## config.mk

```make
export PLATFORM = sky130hd
export DESIGN_NAME = cache_mem_arbiter
export DESIGN_NICKNAME = d
export VERILOG_FILES = /design/src/rtl/cache_pkg.sv /design/src/rtl/rr_arbiter2.sv /design/src/rtl/cache_mem_arbiter.sv
export SDC_FILE = /design/constraint.sdc
export NUM_CORES = 1
export LEC_CHECK = 0
export ABC_AREA = 1
export BUFFER_PORTS_ARGS = -buffer_cell sky130_fd_sc_hd__buf_4
export CAP_MARGIN = 20
export CORE_MARGIN = 1
export CORE_UTILIZATION = 53
export CTS_CLUSTER_DIAMETER = 50
export CTS_CLUSTER_SIZE = 10
export DETAILED_ROUTE_END_ITERATION = 8
export PLACE_DENSITY = 0.81
export SLEW_MARGIN = 0
export SYNTH_ARGS = -nofsm -noshare
export SYNTH_HDL_FRONTEND = slang
export SYNTH_SLANG_ARGS = --single-unit
```

## constraint.sdc

```tcl
create_clock -name clk -period 2.4 [get_ports clk]
set_input_delay 0.12 -clock clk [delete_from_list [all_inputs] [get_ports clk]]
set_output_delay 0.12 -clock clk [all_outputs]
set_load 0.05 [all_outputs]
```

## src/rtl/cache_pkg.sv

```systemverilog
// Shared cache/memory types: arbiter state encoding, abort read data, memory request struct.
package cache_pkg;

    typedef enum logic [1:0] {
        ST_IDLE    = 2'd0,
        ST_ISSUE   = 2'd1,
        ST_WAIT    = 2'd2,
        ST_RELEASE = 2'd3
    } arb_state_t;

    localparam logic [31:0] ABORT_RDATA = 32'hDEAD_BEEF;

    typedef struct packed {
        logic        valid;
        logic        instr;
        logic [31:0] addr;
        logic [31:0] wdata;
        logic [3:0]  wstrb;
    } mem_req_t;

endpackage

```

## src/rtl/rr_arbiter2.sv

```systemverilog
// Two-way round-robin pick: a lone requester wins, a tie goes to the port named by ptr.
// Latency: combinational; backpressure: none, the caller decides when to act on the pick.
module rr_arbiter2 (
    input  logic [1:0] req,
    input  logic       ptr,
    output logic       gnt_vld,
    output logic       gnt_idx
);

    assign gnt_vld = |req;
    assign gnt_idx = (req == 2'b11) ? ptr : req[1];

endmodule

```

## src/rtl/cache_mem_arbiter.sv

```systemverilog
// Shares one memory port between icache (0) and dcache (1): round-robin, lockable bursts, watchdog.
// Latency: registered, >=3 cycles per beat; backpressure: requester holds valid until its rq_ready pulse.
module cache_mem_arbiter
    import cache_pkg::*;
#(
    parameter int unsigned TIMEOUT  = 1024,
    parameter int unsigned MAX_LOCK = 16,
    parameter int unsigned RR_INIT  = 0
) (
    input  logic        clk,
    input  logic        resetn,
    input  logic [1:0]  rq_valid,
    input  logic [1:0]  rq_lock,
    input  logic [1:0]  rq_instr,
    input  logic [31:0] rq_addr0,
    input  logic [31:0] rq_addr1,
    input  logic [31:0] rq_wdata0,
    input  logic [31:0] rq_wdata1,
    input  logic [3:0]  rq_wstrb0,
    input  logic [3:0]  rq_wstrb1,
    output logic [1:0]  rq_ready,
    output logic [31:0] rq_rdata,
    output logic        mem_valid,
    output logic        mem_instr,
    output logic [31:0] mem_addr,
    output logic [31:0] mem_wdata,
    output logic [3:0]  mem_wstrb,
    input  logic        mem_ready,
    input  logic [31:0] mem_rdata,
    output logic        owner,
    output logic        err_timeout,
    output logic [31:0] gnt_cnt0,
    output logic [31:0] gnt_cnt1
);

    arb_state_t  state, state_nxt;
    mem_req_t    req_q, req_sel;
    logic        rr_ptr, locked, lock_pend;
    logic [31:0] tcnt, lock_cnt;
    logic [1:0]  arb_req;
    logic        pick_vld, pick_idx;
    logic        busy, mem_done, wd_fire, unlock_idle;

    // While locked only the owner may be picked; the other port is masked out.
    always_comb begin
        arb_req = rq_valid;
        if (locked) begin
            arb_req = owner ? {rq_valid[1], 1'b0} : {1'b0, rq_valid[0]};
        end
    end

    rr_arbiter2 u_rr (
        .req     (arb_req),
        .ptr     (rr_ptr),
        .gnt_vld (pick_vld),
        .gnt_idx (pick_idx)
    );

    always_comb begin
        req_sel       = '0;
        req_sel.valid = 1'b1;
        if (pick_idx) begin
            req_sel.instr = rq_instr[1];
            req_sel.addr  = rq_addr1;
            req_sel.wdata = rq_wdata1;
            req_sel.wstrb = rq_wstrb1;
        end else begin
            req_sel.instr = rq_instr[0];
            req_sel.addr  = rq_addr0;
            req_sel.wdata = rq_wdata0;
            req_sel.wstrb = rq_wstrb0;
        end
    end

    assign busy        = (state == ST_ISSUE) || (state == ST_WAIT);
    assign mem_done    = busy && mem_ready;
    assign wd_fire     = busy && !mem_ready && (TIMEOUT != 0) && (tcnt == TIMEOUT);
    assign unlock_idle = locked && !rq_valid[owner] && !rq_lock[owner];

    always_ff @(posedge clk or negedge resetn) begin
        if (!resetn) begin
            state <= ST_IDLE;
        end else begin
            state <= state_nxt;
        end
    end

    always_comb begin
        state_nxt = state;
        case (state)
            ST_IDLE:            if (pick_vld) state_nxt = ST_ISSUE;
            ST_ISSUE, ST_WAIT:  state_nxt = (mem_done || wd_fire) ? ST_RELEASE : ST_WAIT;
            ST_RELEASE:         state_nxt = ST_IDLE;
            default:            state_nxt = ST_IDLE;
        endcase
    end

    always_ff @(posedge clk or negedge resetn) begin
        if (!resetn) begin
            req_q       <= '0;
            owner       <= 1'b0;
            rr_ptr      <= (RR_INIT != 0);
            locked      <= 1'b0;
            lock_pend   <= 1'b0;
            lock_cnt    <= '0;
            tcnt        <= '0;
            rq_ready    <= 2'b00;
            rq_rdata    <= '0;
            err_timeout <= 1'b0;
            gnt_cnt0    <= '0;
            gnt_cnt1    <= '0;
        end else begin
            rq_ready <= 2'b00;
            case (state)
                ST_IDLE: begin
                    if (unlock_idle) begin
                        locked   <= 1'b0;
                        lock_cnt <= '0;
                        rr_ptr   <= ~owner;
                    end else if (pick_vld) begin
                        owner <= pick_idx;
                        req_q <= req_sel;
                        tcnt  <= '0;
                    end
                end
                ST_ISSUE, ST_WAIT: begin
                    if (mem_done) begin
                        req_q.valid     <= 1'b0;
                        rq_rdata        <= mem_rdata;
                        rq_ready[owner] <= 1'b1;
                        lock_pend       <= rq_lock[owner];
                        if (owner) gnt_cnt1 <= gnt_cnt1 + 32'd1;
                        else       gnt_cnt0 <= gnt_cnt0 + 32'd1;
                    end else if (wd_fire) begin
                        // Aborted beats never hold the lock: a stuck target must not starve the other port.
                        req_q.valid     <= 1'b0;
                        rq_rdata        <= ABORT_RDATA;
                        rq_ready[owner] <= 1'b1;
                        err_timeout     <= 1'b1;
                        lock_pend       <= 1'b0;
                    end else begin
                        tcnt <= tcnt + 32'd1;
                    end
                end
                ST_RELEASE: begin
                    if (lock_pend && (lock_cnt < MAX_LOCK - 32'd1)) begin
                        lock_cnt <= lock_cnt + 32'd1;
                        locked   <= 1'b1;
                    end else begin
                        lock_cnt <= '0;
                        locked   <= 1'b0;
                        rr_ptr   <= ~owner;
                    end
                end
                default: ;
            endcase
        end
    end

    assign mem_valid = req_q.valid;
    assign mem_instr = req_q.instr;
    assign mem_addr  = req_q.addr;
    assign mem_wdata = req_q.wdata;
    assign mem_wstrb = req_q.wstrb;

endmodule

```

* Word-level counts from Yosys, hierarchy flattened
Cells that the tools add are included.
Cells by class: shift-type cells 0, reduce and logical (&&, ||, !) cells 27, multiply operators 0, $lt $le $gt $ge 3, muxes and demuxes 38, add/sub/neg operators 4, bitwise gates (word level) 3, equal/unequal tests 12, div/mod/pow operators 0
Operators with widths (count):
- 32-bit 2-to-1 mux | 8
- 70-bit 2-to-1 mux | 2
- 32-bit by 1-bit adder with 32-bit output, second input constant | 4
- 32-bit case mux with 2 select lines | 2
- 69-bit 2-to-1 mux | 1
- 32-bit by 11-bit == test with 1-bit output, second input constant | 1
- 32-bit by 4-bit less-than comparator with 1-bit output, second input constant | 1
- 3-bit AND reduction | 5
- 1-bit 2-to-1 mux | 14
- 2-bit 2-to-1 mux | 6
- 2-bit != test, second input constant | 6
- 1-bit logical AND | 7
- 2-bit == test, second input constant | 3
- 1-bit case mux with 2 select lines | 3
- 2-bit case mux with 3 select lines | 1
- 2-bit nonzero test | 3
- 5-bit AND reduction | 1
- 2-bit AND reduction | 2
- 4-bit AND reduction | 1
- 2-bit OR reduction | 2
- 1-bit zero test | 3
- 3-bit != test, second input constant | 1
- 1-bit inverter | 3
- 2-bit by 1-bit == test with 1-bit output, second input constant | 1
- other kinds (5) | 6
Word-level totals: word-level logic and storage cells 104, bits of input ports 177, output and inout bits 170, RAM bits 0, register bits after elaboration 239, memories kept 0, latch bits 0, bits in read-only memories 0

* Depth between registers and ports, before layout
Gate-level depths: netlist of the first run.
word-level depth 8, mapped depth 13, gate-level depth less buffers 12

* By module
From an unflattened synthesis of the first run, not the netlist that was laid out.
Second synthesis, totals: cell total of the unflattened synthesis 1644, area total of the unflattened synthesis 12388.1 um^2
By module, submodules not included:
- cache_mem_arbiter | seq. area each 5980.7 um^2, area an instance 12365.6 um^2, times used 1, cells each 1639
- rr_arbiter2 | seq. area each 0.0 um^2, area an instance 22.5 um^2, times used 1, cells each 5

* Worst setup path after synthesis of the first run
Ideal clock, no wire load.
path type register to register, start reg state[0], end reg gnt_cnt0[24], data arrival time 1.851 ns, clock period less this slack 1.970 ns, data required time 2.281 ns, library setup time 0.119 ns, buffers on the path 3, cell stages (with the launch flop) 13, path slack 0.430 ns, cell sequence dfrtp_1 inv_1 ha_1 buf_4 nand2_2 buf_6 nor2_1 buf_4 nand3_1 nor2_2 nand2_1 xor2_1 inv_1
Between the ends: longest elaborated chain between the ends 4, elaborated cells on any way between the ends 6, classes of those cells 2 x eq/ne; 4 x reduce/logical
RTL lines:
- start, declared | line cache_mem_arbiter.sv:36 | arb_state_t state, state_nxt;
- start signal, assigned | line cache_mem_arbiter.sv:84 | state <= state_nxt;
- 2-bit by 1-bit == test with 1-bit output / 2-bit == test (equally long branches) | line cache_mem_arbiter.sv:75, cache_mem_arbiter.sv:114
- 1-bit logical OR | line cache_mem_arbiter.sv:75 | assign busy = (state == ST_ISSUE) || (state == ST_WAIT);
- 1-bit logical AND | line cache_mem_arbiter.sv:76 | assign mem_done = busy && mem_ready;
- 3-bit AND reduction (no line) (*)
- end signal, assigned | line cache_mem_arbiter.sv:133 | else gnt_cnt0 <= gnt_cnt0 + 32'd1;
- end, declared | line cache_mem_arbiter.sv:32 | output logic [31:0] gnt_cnt0,
Mark *: on every way between the ends. The rest lies on a longest branch, timed or not. A chain may end at the register's enable or synchronous reset.

* Final worst setup path of the first run
start reg owner, end reg req_q, in the netlist mem_wdata[13]
Between the ends: longest elaborated chain between the ends 7, elaborated cells on any way between the ends 16, classes of those cells 1 x eq/ne; 8 x mux; 1 x bitwise; 6 x reduce/logical
RTL lines:
- start, declared | line cache_mem_arbiter.sv:30 | output logic owner,
- start signal, assigned | line cache_mem_arbiter.sv:121 | owner <= pick_idx;
- 1-bit 2-to-1 mux (implied by the code) (2 in series) | line cache_mem_arbiter.sv:78 | assign unlock_idle = locked && !rq_valid[owner] && !rq_lock[owner];
- 1-bit zero test | line cache_mem_arbiter.sv:78
- 1-bit logical AND (2 in series) | line cache_mem_arbiter.sv:78
- 1-bit inverter (no line)
- 3-bit AND reduction (no line)
- end signal, assigned | line cache_mem_arbiter.sv:122 | req_q <= req_sel;
- end, declared | line cache_mem_arbiter.sv:37 | mem_req_t req_q, req_sel;
Several ways; a longest one is shown, not always the timed one. The select of a mux whose other input is x is not followed.

==> results of run 1 <==
-- power groups by stage --
stage	Sequential, W	Clock, W	Combinational [W]
5_1_grt	0.00611	0.00438	0.0109
6_report	0.00603	0.00419	0.0103
3_3_place_gp	0.00590	0	0.00910
3_5_place_dp	0.00593	0	0.00928
2_1_floorplan	0.00904	0	0.00311
4_1_cts	0.00589	0.00416	0.00972
-- cell usage after synthesis, drive strengths merged (7+ instances only) --
cell and count:
buf 22, clkbuf 31, dfrtp 239, ha 7, inv 205, nand2 567
nand3 70, nand4 16, nor2 273, nor3 22, o21ai 162, xnor2 17
xor2 37
-- flip-flops by register name, indices dropped and copies added (netlist names) --
name,count
gnt_cnt0,32
gnt_cnt1,32
lock_cnt,32
mem_addr,32
mem_wdata,32
rq_rdata,32
tcnt,32
mem_wstrb,4
rq_ready,2
state,2
err_timeout,1
lock_pend,1
locked,1
mem_instr,1
mem_valid,1
owner,1
rr_ptr,1
-- repair_timing --
item,CTS,global route
setup endpoints to repair,0,38
resized for setup,0,13
buffers inserted,0,1
hold endpoints to repair,171,0
hold buffers,166,0
-- kinds of logic (layout without fill, tap and decap cells) --
| family | after synthesis | count (layout) | synth area share |
|---|---|---|---|
| AND/OR/NAND/NOR | 962 | 962 | 0.3134 |
| buffers and inverters | 258 | 783 | 0.08454 |
| adder cells (fa/ha/maj) | 7 | 7 | 0.007147 |
| XOR/XNOR | 54 | 54 | 0.03859 |
| flip-flops | 239 | 239 | 0.4881 |
| AO/OA/AOI/OAI | 166 | 166 | 0.06831 |
-- final timing paths --
path,startpoint,endpoint,slack (ns)
max,owner,mem_wdata[13],0.08
min,rq_lock[0],lock_pend,0.02
max reg2reg,owner,mem_wdata[13],0.08
min reg2reg,rq_rdata[22],rq_rdata[22],0.48
max in group asynchronous,resetn,rq_rdata[12],1.46
min in group asynchronous,resetn,gnt_cnt1[0],0.13
-- worst min-delay path, stage by stage --
cell and delay, ns:
buf_4 0.08, or2_2 0.08, o21ai_0 0.10, o21ai_0 0.15
-- cell type report --
cell class,instances,area (µm²),share of cell area
inverters,205,772.0,0.04328
well taps,285,356.6,0.01999
multi-input cells,1189,5271,0.2955
flip-flops and latches,239,5982,0.3354
clock buffers,32,779.5,0.04370
clock inverters,10,103.9,0.005823
repair buffers,536,4571,0.2563
-- per-layer routing --
metal	part of all wire	track usage
met1	0.37	0.4299
met2	0.47	0.6037
met3	0.091	0.08371
met4	0.066	0.2181
met5	0	0
-- cell usage in the layout, fill, tap and decap left out, drive strengths merged, types with 16 or more instances in the layout --
cell and n:
dlygate4sd3 165, nand4 16, dfrtp 239, buf 368
nand3 70, inv 207, xor2 37, o21ai 162
nor3 22, nor2 273, xnor2 17, clkbuf 34
nand2 567
-- metrics by stage --
step                      std cells  hold slack (ns)  area, µm²  setup TNS [ns]  total power (W)
after global routing           2496          0.06563      17840      -0.0001783          0.02136
after CTS                      2493        0.0001643      17750               0          0.01977
after floorplan                1686          -0.1756      12250               0          0.01215
after global placement         2285           0.1165      15200               0          0.01500
final                          2496          0.01648      17840               0          0.02054
after detailed placement       2285           0.1199      15200               0          0.01521
==> impl_metrics.json, run 1 <==
{
  "dieWidth_um": 154.1,
  "fin_nets": 2386,
  "seqPwrFrac": 0.294,
  "synthesis.area_um2": 12250,
  "drt-total-wl_mm": 44.11,
  "cts.path.max_buffers": 3,
  "first_pass_iters": 8,
  "die_y_um": 154.1,
  "crit_slowest_cell": "dlygate4sd3_1",
  "period_minus_slack_ns": 2.323,
  "slew_headroom": 0.5947,
  "required_ns": 2.87,
  "drv_cap": 0,
  "ys_ff_latch": 239,
  "via_per_inst": 5.370,
  "powerDensity_nw_per_um2": 1151,
  "crit_path_start_kind": "flip-flop",
  "hold_path_depth": 4,
  "rows": 55,
  "cts_sinks": 239,
  "vias": 13400,
  "antenna_left": 0,
  "ys_async_sr_fraction": 1.000,
  "swShare": 0.4845,
  "setup_violations": 0,
  "p_sw_w": 0.009951,
  "p_leak_nw": 9.193,
  "rr_worst_depth": 8,
  "cts_buffers": 31,
  "synth_ff_type": "dfrtp_1",
  "yosys-top-cells-area": "dfrtp_1 49%, nand2_1 17%, nor2_1 8.2%",
  "clkLatencyLatePin_ns": 0.57,
  "worst_slack_ns": 0.07673,
  "io_pins": 347,
  "synth_top_area_cell": "dfrtp_1",
  "fp.dieArea_um2": 23730,
  "overflow": 0,
  "core_um2": 22640,
  "drive_above_1_share": 0.1981,
  "place.gp.congestion": 0.9494,
  "fmaxAchievable_ghz": 0.4304,
  "p_clk_frac": 0.204,
  "arrival_ns": 2.79,
  "criticalPathCategory": "reg -> reg",
  "synthesis.nets": 1870,
  "h-tree-depth": 1,
  "dp_hpwl_mm": 26.48,
  "synth-edff-count": 0,
  "critPathTopFamily": "buffers and inverters",
  "p_comb_frac": 0.502,
  "path_depth": 8,
  "synthesis.instances": 1686,
  "path_clk_slew_ns": 0.07,
  "diodes": 0,
  "crit_path_max_fanout": 25,
  "synth_cell_types": 29,
  "maxSlewViolCount": 0,
  "intPower_w": 0.01059,
  "critical_path.cell_chain": "inv_4 > o21ai_2 > o21bai_4 > buf_12 > buf_16 > o21ai_0 > dlygate4sd3_1 > o21ai_0",
  "synth_seq_area_share": 0.4881,
  "antenna_found_initial": 0,
  "end_kind": "flip-flop",
  "syn_avg_cell_area_um2": 7.268,
  "ir_worst_vdd_v": 0.0007918,
  "cp_num_buf_inv": 4,
  "start_util": 0.5413,
  "portBuffers": 346,
  "tritoncts": "yes",
  "syn_to_final_growth_pct": 45.55,
  "run_status": "finished clean",
  "drt_iter0_drc": 1194,
  "period_share": 0.9680,
  "grt_pass1_wl_mm": 68.19,
  "cts-root-buf": "clkbuf_16",
  "dp_slack_ns": 0.1795,
  "grt_max_degree": 111,
  "wl_per_cell_um": 17.67,
  "n_fill_cell": 1458,
  "synth_warnings": 0,
  "finClkSkew_ns": 0.01936,
  "final_util": 0.7878,
  "route.detailed.drc": 0,
  "groute.usage.overall": 0.3630,
  "worstMarginPinSlew_ns": 0.6015,
  "hold_path.class": "in -> reg",
  "hold_viol_final": 0,
  "grt_pass1_vias": 13430,
  "yosysTopAreaCellShare": 0.4881,
  "cp_common_cell": "o21ai_0",
  "max_stage_delay_ns": 0.58
}
No activity file was read; power rests on OpenSTA's default activity.
==> inputs of run 2 (changes only) <==
--- a/config.mk
+++ b/config.mk
@@ -13,6 +13,7 @@
 export CTS_CLUSTER_DIAMETER = 50
 export CTS_CLUSTER_SIZE = 10
 export DETAILED_ROUTE_END_ITERATION = 8
+export HOLD_SLACK_MARGIN = 0.03
 export PLACE_DENSITY = 0.81
 export SLEW_MARGIN = 0
 export SYNTH_ARGS = -nofsm -noshare
==> constraint.sdc (replaced) <==
create_clock -name clk -period 2.2 [get_ports clk]
set_input_delay 0.11 -clock clk [delete_from_list [all_inputs] [get_ports clk]]
set_output_delay 0.11 -clock clk [all_outputs]
set_load 0.05 [all_outputs]
==> run 2 against run 1 <==
Critical path depth fell by 1. Power grew 6.4%. Non-clock buffer count rose by 9. Register-to-register slack got worse by 0.06 ns. Global-route usage increased by 0.75 points. Clock power is essentially flat. Die area unchanged. Combinational power increased by 8%. Critical path type unchanged. Critical endpoint is now mem_wdata[11].
==> impl_metrics.json, run 2 (same netlist as run 1, synthesis figures left out) <==
{
  "run_status": "finished clean",
  "period_minus_slack_ns": 2.181,
  "critPathTopFamily": "buffers and inverters",
  "core_um2": 22640,
  "crit_slowest_cell": "dlygate4sd3_1",
  "start_util": 0.5413,
  "hold_viol_final": 0,
  "cts_setup_buffers": 0,
  "cp_common_cell": "o21ai_1",
  "criticalPathCategory": "reg -> reg",
  "worst_slack_ns": 0.01918,
  "drt-total-wl_mm": 44.09,
  "p_sw_w": 0.01067,
  "hold_path.class": "in -> async",
  "final_cell_mix": "563 x nand2_1, 363 x buf_4, 268 x nor2_1",
  "dp_slack_ns": 0.1212,
  "dp.cells": 2290,
  "drt_iter0_drc": 1068,
  "finalSetupTns_ns": 0,
  "seqPwrFrac": 0.301,
  "intPower_w": 0.01117,
  "slew_headroom": 0.5973,
  "tritoncts": "yes",
  "ir_worst_vdd_v": 0.0009270,
  "r2r_start": "owner",
  "antenna_found_initial": 1,
  "grt_pass1_vias": 13600,
  "fmaxAchievable_ghz": 0.4585,
  "grt_max_degree": 111,
  "cts_buffers": 29,
  "syn_to_final_growth_pct": 45.49,
  "crit_path_start_kind": "flip-flop",
  "r2r_slack_ns": 0.02,
  "groute.usage.overall": 0.3705,
  "fp.dieArea_um2": 23730,
  "rows": 55,
  "worstMarginPinSlew_ns": 0.5994,
  "antenna_left": 0,
  "final_cells": 2503,
  "grt_pass1_wl_mm": 69.30,
  "first_pass_iters": 7,
  "rr_worst_depth": 7,
  "cp_num_buf_inv": 2,
  "path_clk_slew_ns": 0.06,
  "cts_sinks": 239,
  "route.detailed.drc": 0,
  "powerDensity_nw_per_um2": 1225,
  "wl_per_cell_um": 17.61,
  "p_leak_nw": 9.171,
  "dieWidth_um": 154.1,
  "fin_nets": 2393,
  "vias": 13490,
  "max_stage_delay_ns": 0.60,
  "period_share": 0.9913,
  "p_clk_frac": 0.193,
  "n_fill_cell": 1452,
  "seq_area_um2": 5982,
  "finClkSkew_ns": 0.01418,
  "holdWs_ns": 0.07722,
  "portBuffers": 346,
  "final_common_cell": "nand2_1",
  "crit_path_max_fanout": 23,
  "cts-root-buf": "clkbuf_16",
  "drv_cap": 0,
  "required_ns": 2.61,
  "via_per_inst": 5.391,
  "end_kind": "flip-flop",
  "maxSlewViolCount": 0,
  "h-tree-depth": 1,
  "multi_input_area_um2": 5284,
  "die_y_um": 154.1,
  "overflow": 0,
  "clkLatencyLatePin_ns": 0.56,
  "critical_path.cell_chain": "o21ai_1 > o21bai_4 > buf_12 > nand2_1 > o21ai_0 > dlygate4sd3_1 > o21ai_1",
  "swShare": 0.4886,
  "setup_violations": 0,
  "drive_above_1_share": 0.1963,
  "r2r-end": "mem_wdata[11]",
  "place.gp.congestion": 0.9697,
  "p_comb_frac": 0.507,
  "arrival_ns": 2.59,
  "io_pins": 347,
  "cts.path.max_buffers": 3,
  "dp_hpwl_mm": 26.10
}
-- run 2: repair_timing --
item                                    in CTS  in global routing
endpoints found under the setup margin       0                 54
resized for setup                            0                 14
hold endpoints to repair                   342                  0
hold buffers                               173                  0
-- run 2: area by class of cell --
type,count,share of cell area
Clock inverter,4,0.001684
Inverter,205,0.04344
Timing Repair Buffer,545,0.2598
Clock buffer,34,0.04288
Multi-Input combinational cell,1189,0.2964
Tap cell,285,0.02000
Sequential cell,239,0.3355
Antenna cell,2,0.0002807
-- run 2: worst max path at each step --
stage	to	startpoint	cells after the start	slack (ns)
after floorplan	gnt_cnt0[24]	state[0]	12	0.23
after global placement	gnt_cnt1[21]	state[0]	11	0.22
after detailed placement	lock_pend	state[1]	11	0.12
final	mem_wdata[11]	owner	7	0.02
after global routing	tcnt[1]	state[1]	11	-0.03
after CTS	mem_addr[23]	owner	8	0.04
-- run 2: through the flow --
stage          utilization  area [µm²]  power [W]
2_1_floorplan            -       12250    0.01325
3_3_place_gp        0.6742       15260    0.01642
3_5_place_dp        0.6742       15260    0.01666
4_1_cts             0.7858       17790    0.02115
5_1_grt             0.7872       17820    0.02274
6_report            0.7875       17830    0.02185
-- run 2: power by group through the flow --
stage / clock network [W] / registers [W] / logic (W)
after global routing: 0.00441 / 0.00666 / 0.0117
after CTS: 0.00423 / 0.00642 / 0.0105
after floorplan: 0 / 0.00986 / 0.00339
after detailed placement: 0 / 0.00645 / 0.0102
after global placement: 0 / 0.00643 / 0.00999
final: 0.00421 / 0.00657 / 0.0111
-- run 2: metal layers --
layer	part of all wire	global-route usage	routed length [µm]
met5	0.00025	0	11
met4	0.060	0.2162	2652
met3	0.093	0.08991	4081
met2	0.48	0.6190	20970
met1	0.37	0.4357	16370
